[src/rtl/clock_divider_if.sv]
// clock_divider_if: ratio in, divided clock out.
// master drives div_val, slave returns clk_out.
interface clock_divider_if #(
  parameter int N = 8
);
  logic [N-1:0] div_val;
  logic         clk_out;

  modport master (
    output div_val,
    input  clk_out
  );

  modport slave (
    input  div_val,
    output clk_out
  );
endinterface

[src/rtl/clock_divider.sv]
// clock_divider: runtime-programmable 50% duty divider.
// Period is 2*floor(div_val/2) cycles, output registered.
module clock_divider #(
  parameter int N = 8
) (
  input  logic            clk,
  input  logic            rst,
  clock_divider_if.slave  bus
);

  localparam logic [N-1:0] ONE = N'(1);

  logic [N-1:0] half;
  logic [N-1:0] tc;
  logic         valid;
  logic [N-1:0] count;
  logic         clk_q;

  // half-period terminal count from the live ratio
  always_comb begin
    half  = bus.div_val >> 1;
    tc    = half - ONE;
    valid = (half != '0);
  end

  // half-period counter and toggle flop; >= lets a
  // shrinking ratio wrap at once instead of overrunning
  always_ff @(posedge clk or negedge rst) begin
    if (!rst) begin
      count <= '0;
      clk_q <= 1'b0;
    end else if (!valid) begin
      count <= '0;
      clk_q <= 1'b0;
    end else if (count >= tc) begin
      count <= '0;
      clk_q <= ~clk_q;
    end else begin
      count <= count + ONE;
    end
  end

  assign bus.clk_out = clk_q;

endmodule

[src/flat_wrapper.sv]
// flat-port wrapper written by rule: the top's interface ports become plain ports
module clock_divider_flat 
#(
  parameter int N = 8
)
  (clk, rst, bus_div_val, bus_clk_out);
  clock_divider_if #(.N(N)) bus_i ();
  input  logic clk;
  input  logic rst;
  input wire logic [$bits(bus_i.div_val)-1:0] bus_div_val;
  output wire logic [$bits(bus_i.clk_out)-1:0] bus_clk_out;
  assign bus_i.div_val = bus_div_val;
  assign bus_clk_out = bus_i.clk_out;
  clock_divider #(.N(N)) u_core (.clk(clk), .rst(rst), .bus(bus_i));
endmodule
[config.mk]
export PLATFORM = sky130hd
export DESIGN_NAME = clock_divider_flat
export DESIGN_NICKNAME = d
export VERILOG_FILES = /design/src/rtl/clock_divider_if.sv /design/src/rtl/clock_divider.sv /design/src/flat_wrapper.sv
export SDC_FILE = /design/constraint.sdc
export NUM_CORES = 1
export LEC_CHECK = 0
export BUFFER_PORTS_ARGS = -buffer_cell sky130_fd_sc_hd__buf_2
export CAP_MARGIN = 20
export CORE_MARGIN = 2
export CORE_UTILIZATION = 48
export DETAILED_ROUTE_END_ITERATION = 8
export GPL_ROUTABILITY_DRIVEN = 0
export PLACE_DENSITY = 0.72
export SYNTH_ARGS = -nofsm -noshare
export SYNTH_HDL_FRONTEND = slang
export SYNTH_SLANG_ARGS = --single-unit
[constraint.sdc]
create_clock -name clk -period 2.03 [get_ports clk]
set_clock_uncertainty 0.15 [all_clocks]
set_input_delay 0.406 -clock clk [delete_from_list [all_inputs] [get_ports clk]]
set_output_delay 0.406 -clock clk [all_outputs]
set_load 0.01 [all_outputs]
Word-level counts from Yosys, hierarchy flattened
Index checks and enable logic that the tools add are counted.
Word-level totals
  input port bits: 10
  output and inout bits: 1
  flip-flop bits (word level): 9
  logic and storage cells: 12
Operators by class
  add/sub/neg operators: 2
  bitwise logic cells: 1
  reductions and logical operators: 1
  equal/unequal tests: 1
  $lt $le $gt $ge: 1
  mux-type cells: 4
Operator list (number)
  $mux W8: 2
  $add A8 B1 Y8 const B: 1
  $ge A8 B8 Y1: 1
  $reduce_bool A8 Y1: 1
  $sub A7 B1 Y8 const B: 1
  $mux W1: 2
  $ne A2 B2 Y1 const B: 1
  $not A1 Y1: 1

Depth between registers and ports, before layout
  depth in word-level cells: 4
  gate-level depth with buffers: 10
  depth with buffers taken out: 10

Worst setup path before layout
No wires, ideal clock.
  kind: input to register
  from: input port bus_div_val[6]
  to: register u_core.clk_q, in the netlist u_core.bus.clk_out
  cell stages on the path: 6
  arrival: 2.770 ns
  data required time: 1.755 ns
  library setup time: 0.125 ns
  path buffers: 0
  setup slack: -1.015 ns
  path through: or4_4 or4_2 ha_1 nand4_1 o31ai_2 mux2_2
Between the ends
  longest elaborated chain between the ends: 3
  elaborated cells on any way between the ends: 5
  those cells by class: add/sub (1); order compare (1); eq/ne (1); mux (1); reduce/logical (1)
RTL lines
  start: declaration: line flat_wrapper.sv:10  | input wire logic [$bits(bus_i.div_val)-1:0] bus_div_val;
  $sub A7 B1 Y8: line clock_divider.sv:22  | tc = half - ONE;
  $ge A8 B8 Y1: line clock_divider.sv:35  | end else if (count >= tc) begin
  $ne A2 B2 Y1 (no line)
  end signal: assignment: line clock_divider.sv:37  | clk_q <= ~clk_q;
  end: declaration: line clock_divider.sv:17  | logic clk_q;
Several ways; a longest one is shown, not always the timed one.
A chain may end at the register's enable or synchronous reset.

Worst setup path after layout
Same ends and word-level chain as after synthesis.

==> run summary <==
DR WL/cell - 14.4 um
Min setup slack post-route - -458 ps
Full die area - 0.00179 mm2
Syn nets - 91
Tot GR Track Use - 19.7%
Fmax - 402 MHz
Largest net degree at the start of global routing - 10
Worst Tran Pin Value - 328 ps
1st-pass router iterations - 4
Arr. time, crit path - 2490 ps
Clock sink count - 9
Worst hold path class - flip-flop to flip-flop
Tmin final - 2490 ps
Post-DP HPWL - 1330 um
Starting DRC count in detailed routing - 18
Crit path from - bus_div_val[6]
Syn Inst Count - 70
IO Pins - 11
Power per Cell Area - 991 mW/mm2
P_leak - 0.000468 uW
N_diodes - 0
Max clock buf depth - 2
Syn Std Cell Area - 704 um2
Final worst-path cycle share - 123%
Cells taking the most area after synthesis - dfrtp_1 (32%), ha_1 (20%), xnor2_1 (7.5%)
Die Span X - 42.3 um
CP Max Fanout - 3
CTS root buf - clkbuf_4
Dpl ws - -790 ps
Yosys warns - 0
Sequential-to-total area share from yosys stat - 32.0%
DR vias - 622
DP Area - 901 um2
Gr ovfl total - 0
Vias in the first global route - 614
Register bit total from synthesis - 9
Slew headroom - 78.0%
Layout net count - 120
Die height - 42.3 um
Vias per Instance - 5.50
Final Slew Violations - 0
CTS tree - built
CP Launch Type - input port
Failing checks - negative setup slack
R2R setup slack - 70 ps
Maximum VDD drop - 743 uV
Area delta synth->final - 37.5%
Distinct cells, synth - 25
Worst reg2reg path endpoint - u_core.count[1]$_DFF_PN0_
First-pass GRT wire length - 2580 um
Drt total wl - 1620 um
Hold Violations, Final - 0
H-tree depth - 1
Top cell type's share of synthesized area - 32.0%
Worst Path Required - 2030 ps
FF+latch area - 225 um2
Share of layout cells above drive strength 1 - 37.8%
Row count - 13
Port bufs - 9
Worst R2R Path Depth - 6
Reg clk slew, reported paths - 60 ps
Synth Area per Inst - 10.1 um2
CP Class - input port to flip-flop
Number of setup buffers added after CTS - 0
Reg2Reg Launch Point - u_core.count[2]$_DFF_PN0_
# DRC - 0
RSZ-0062 raised after global routing - yes
Starting density of the core - 52.8%
Leading area contributor after synthesis - dfrtp_1
Initial antenna violation count - 0
Outcome - finished, violations left
Fillers - 105
Multi-input gate area - 517 um2
Core region area - 0.00133 mm2
CTS Buf Count - 3
Final setup viols - 9
Maxcap violations - 0
Design area - 968 um2
Clock Latency Late Sink - 260 ps
Number of routed nets with antenna violations - 0
Setup crit end - u_core.bus.clk_out$_DFFE_PN0P_
Crit. End Element - flip-flop
[sequential cells by signal, summed over array words and instances (netlist names)]
register            cells
u_core.count            8
u_core.bus.clk_out      1
[cell families (layout without fill, tap and decap cells)]
group / after synthesis / count (layout) / share of synthesized area [%]
xor gates and xnor gates: 11 / 11 / 13.7
muxes: 1 / 1 / 1.60
adders and majority gates: 11 / 11 / 19.5
and+or+nand+nor: 28 / 28 / 24.2
AOI/OAI and AO/OA: 6 / 6 / 6.93
DFF: 9 / 9 / 32.0
buffers and inverters: 4 / 32 / 2.13
[cells in the mapped netlist]
master	count
nand4_1	2
nor2_1	4
or4_4	1
xor2_1	5
mux2_2	1
nand2_1	3
o31ai_2	1
nand3_1	1
nor2b_1	1
a211o_1	2
o21a_1	1
a21oi_1	1
or4_2	1
nor4b_1	1
nor3b_1	1
dfrtp_1	9
xnor2_1	6
ha_1	11
nor3b_4	1
and3_1	2
a31oi_1	1
and2_1	1
inv_1	4
nand2b_1	1
nor3_1	8
[metal layers]
metal,share of wire [%],vias up,global-route usage (%),wire length [um]
met5,0,-,0,0
met4,0.86,0,5.63,14
met3,5.2,2,7.76,84
met2,51,13,31.7,830
met1,43,299,24.2,693
li1,-,308,-,-
[cell usage in the layout, fill, tap and decap left out, drive strengths merged, types with 2 or more instances in the layout]
cell type | Yosys | routed
nand4 | 2 | 2
a211o | 2 | 2
nor3 | 8 | 8
inv | 4 | 4
nand2 | 3 | 3
nor2 | 4 | 4
xor2 | 5 | 5
dfrtp | 9 | 9
buf | 0 | 23
clkbuf | 0 | 4
nor3b | 2 | 2
xnor2 | 6 | 6
and3 | 2 | 2
or4 | 2 | 2
ha | 11 | 11
[critical path: stages]
cell and delay (ps):
buf_6 90, or4_4 540, or4_4 440, ha_4 280, nand4_1 140, o31ai_4 260, mux2_4 320
[layout make-up]
type	instances	area share (%)
Tap cell	15	1.94
Inverter	4	1.55
Multi-Input combinational cell	57	53.4
Sequential cell	9	23.3
Timing Repair Buffer	24	17.2
Clock buffer	4	2.71
[power by group]
| group | total, uW | switching (uW) | internal, uW |
|---|---|---|---|
| Sequential | 320 | 68.2 | 252 |
| Combinational | 500 | 241 | 259 |
| Clock | 139 | 63.3 | 75.8 |
| Total | 959 | 372 | 587 |
[metrics by stage]
stage | instances | setup TNS, ps | hold WS, ps | power (uW) | util, %
after floorplan | 70 | -4240 | -39.6 | 629 | -
final | 113 | -3720 | 339 | 959 | 72.6
after CTS | 113 | -3560 | 345 | 939 | 71.5
after global routing | 113 | -4130 | 377 | 1040 | 72.6
after global placement | 108 | -5830 | 111 | 754 | 67.5
after detailed placement | 108 | -6620 | 114 | 789 | 67.5
[worst min-delay path by stage]
| stage | startpoint | slack [ps] | cells after the start | to |
|---|---|---|---|---|
| global placement | rst | 110 | 1 | u_core.count[0]$_DFF_PN0_ |
| detailed placement | rst | 110 | 1 | u_core.count[3]$_DFF_PN0_ |
| floorplan | rst | -40 | 0 | u_core.bus.clk_out$_DFFE_PN0P_ |
| finish | u_core.count[0]$_DFF_PN0_ | 340 | 1 | u_core.count[0]$_DFF_PN0_ |
| global route | rst | 380 | 2 | u_core.count[6]$_DFF_PN0_ |
| CTS | u_core.count[0]$_DFF_PN0_ | 350 | 1 | u_core.count[0]$_DFF_PN0_ |
[what timing repair did]
action	in CTS	in global routing
endpoints found under the hold margin	9	0
hold buffers	1	0
resized for setup	3	3
endpoints found under the setup margin	9	9
pin swaps	1	1
No activity file was read; power rests on OpenSTA's default activity.
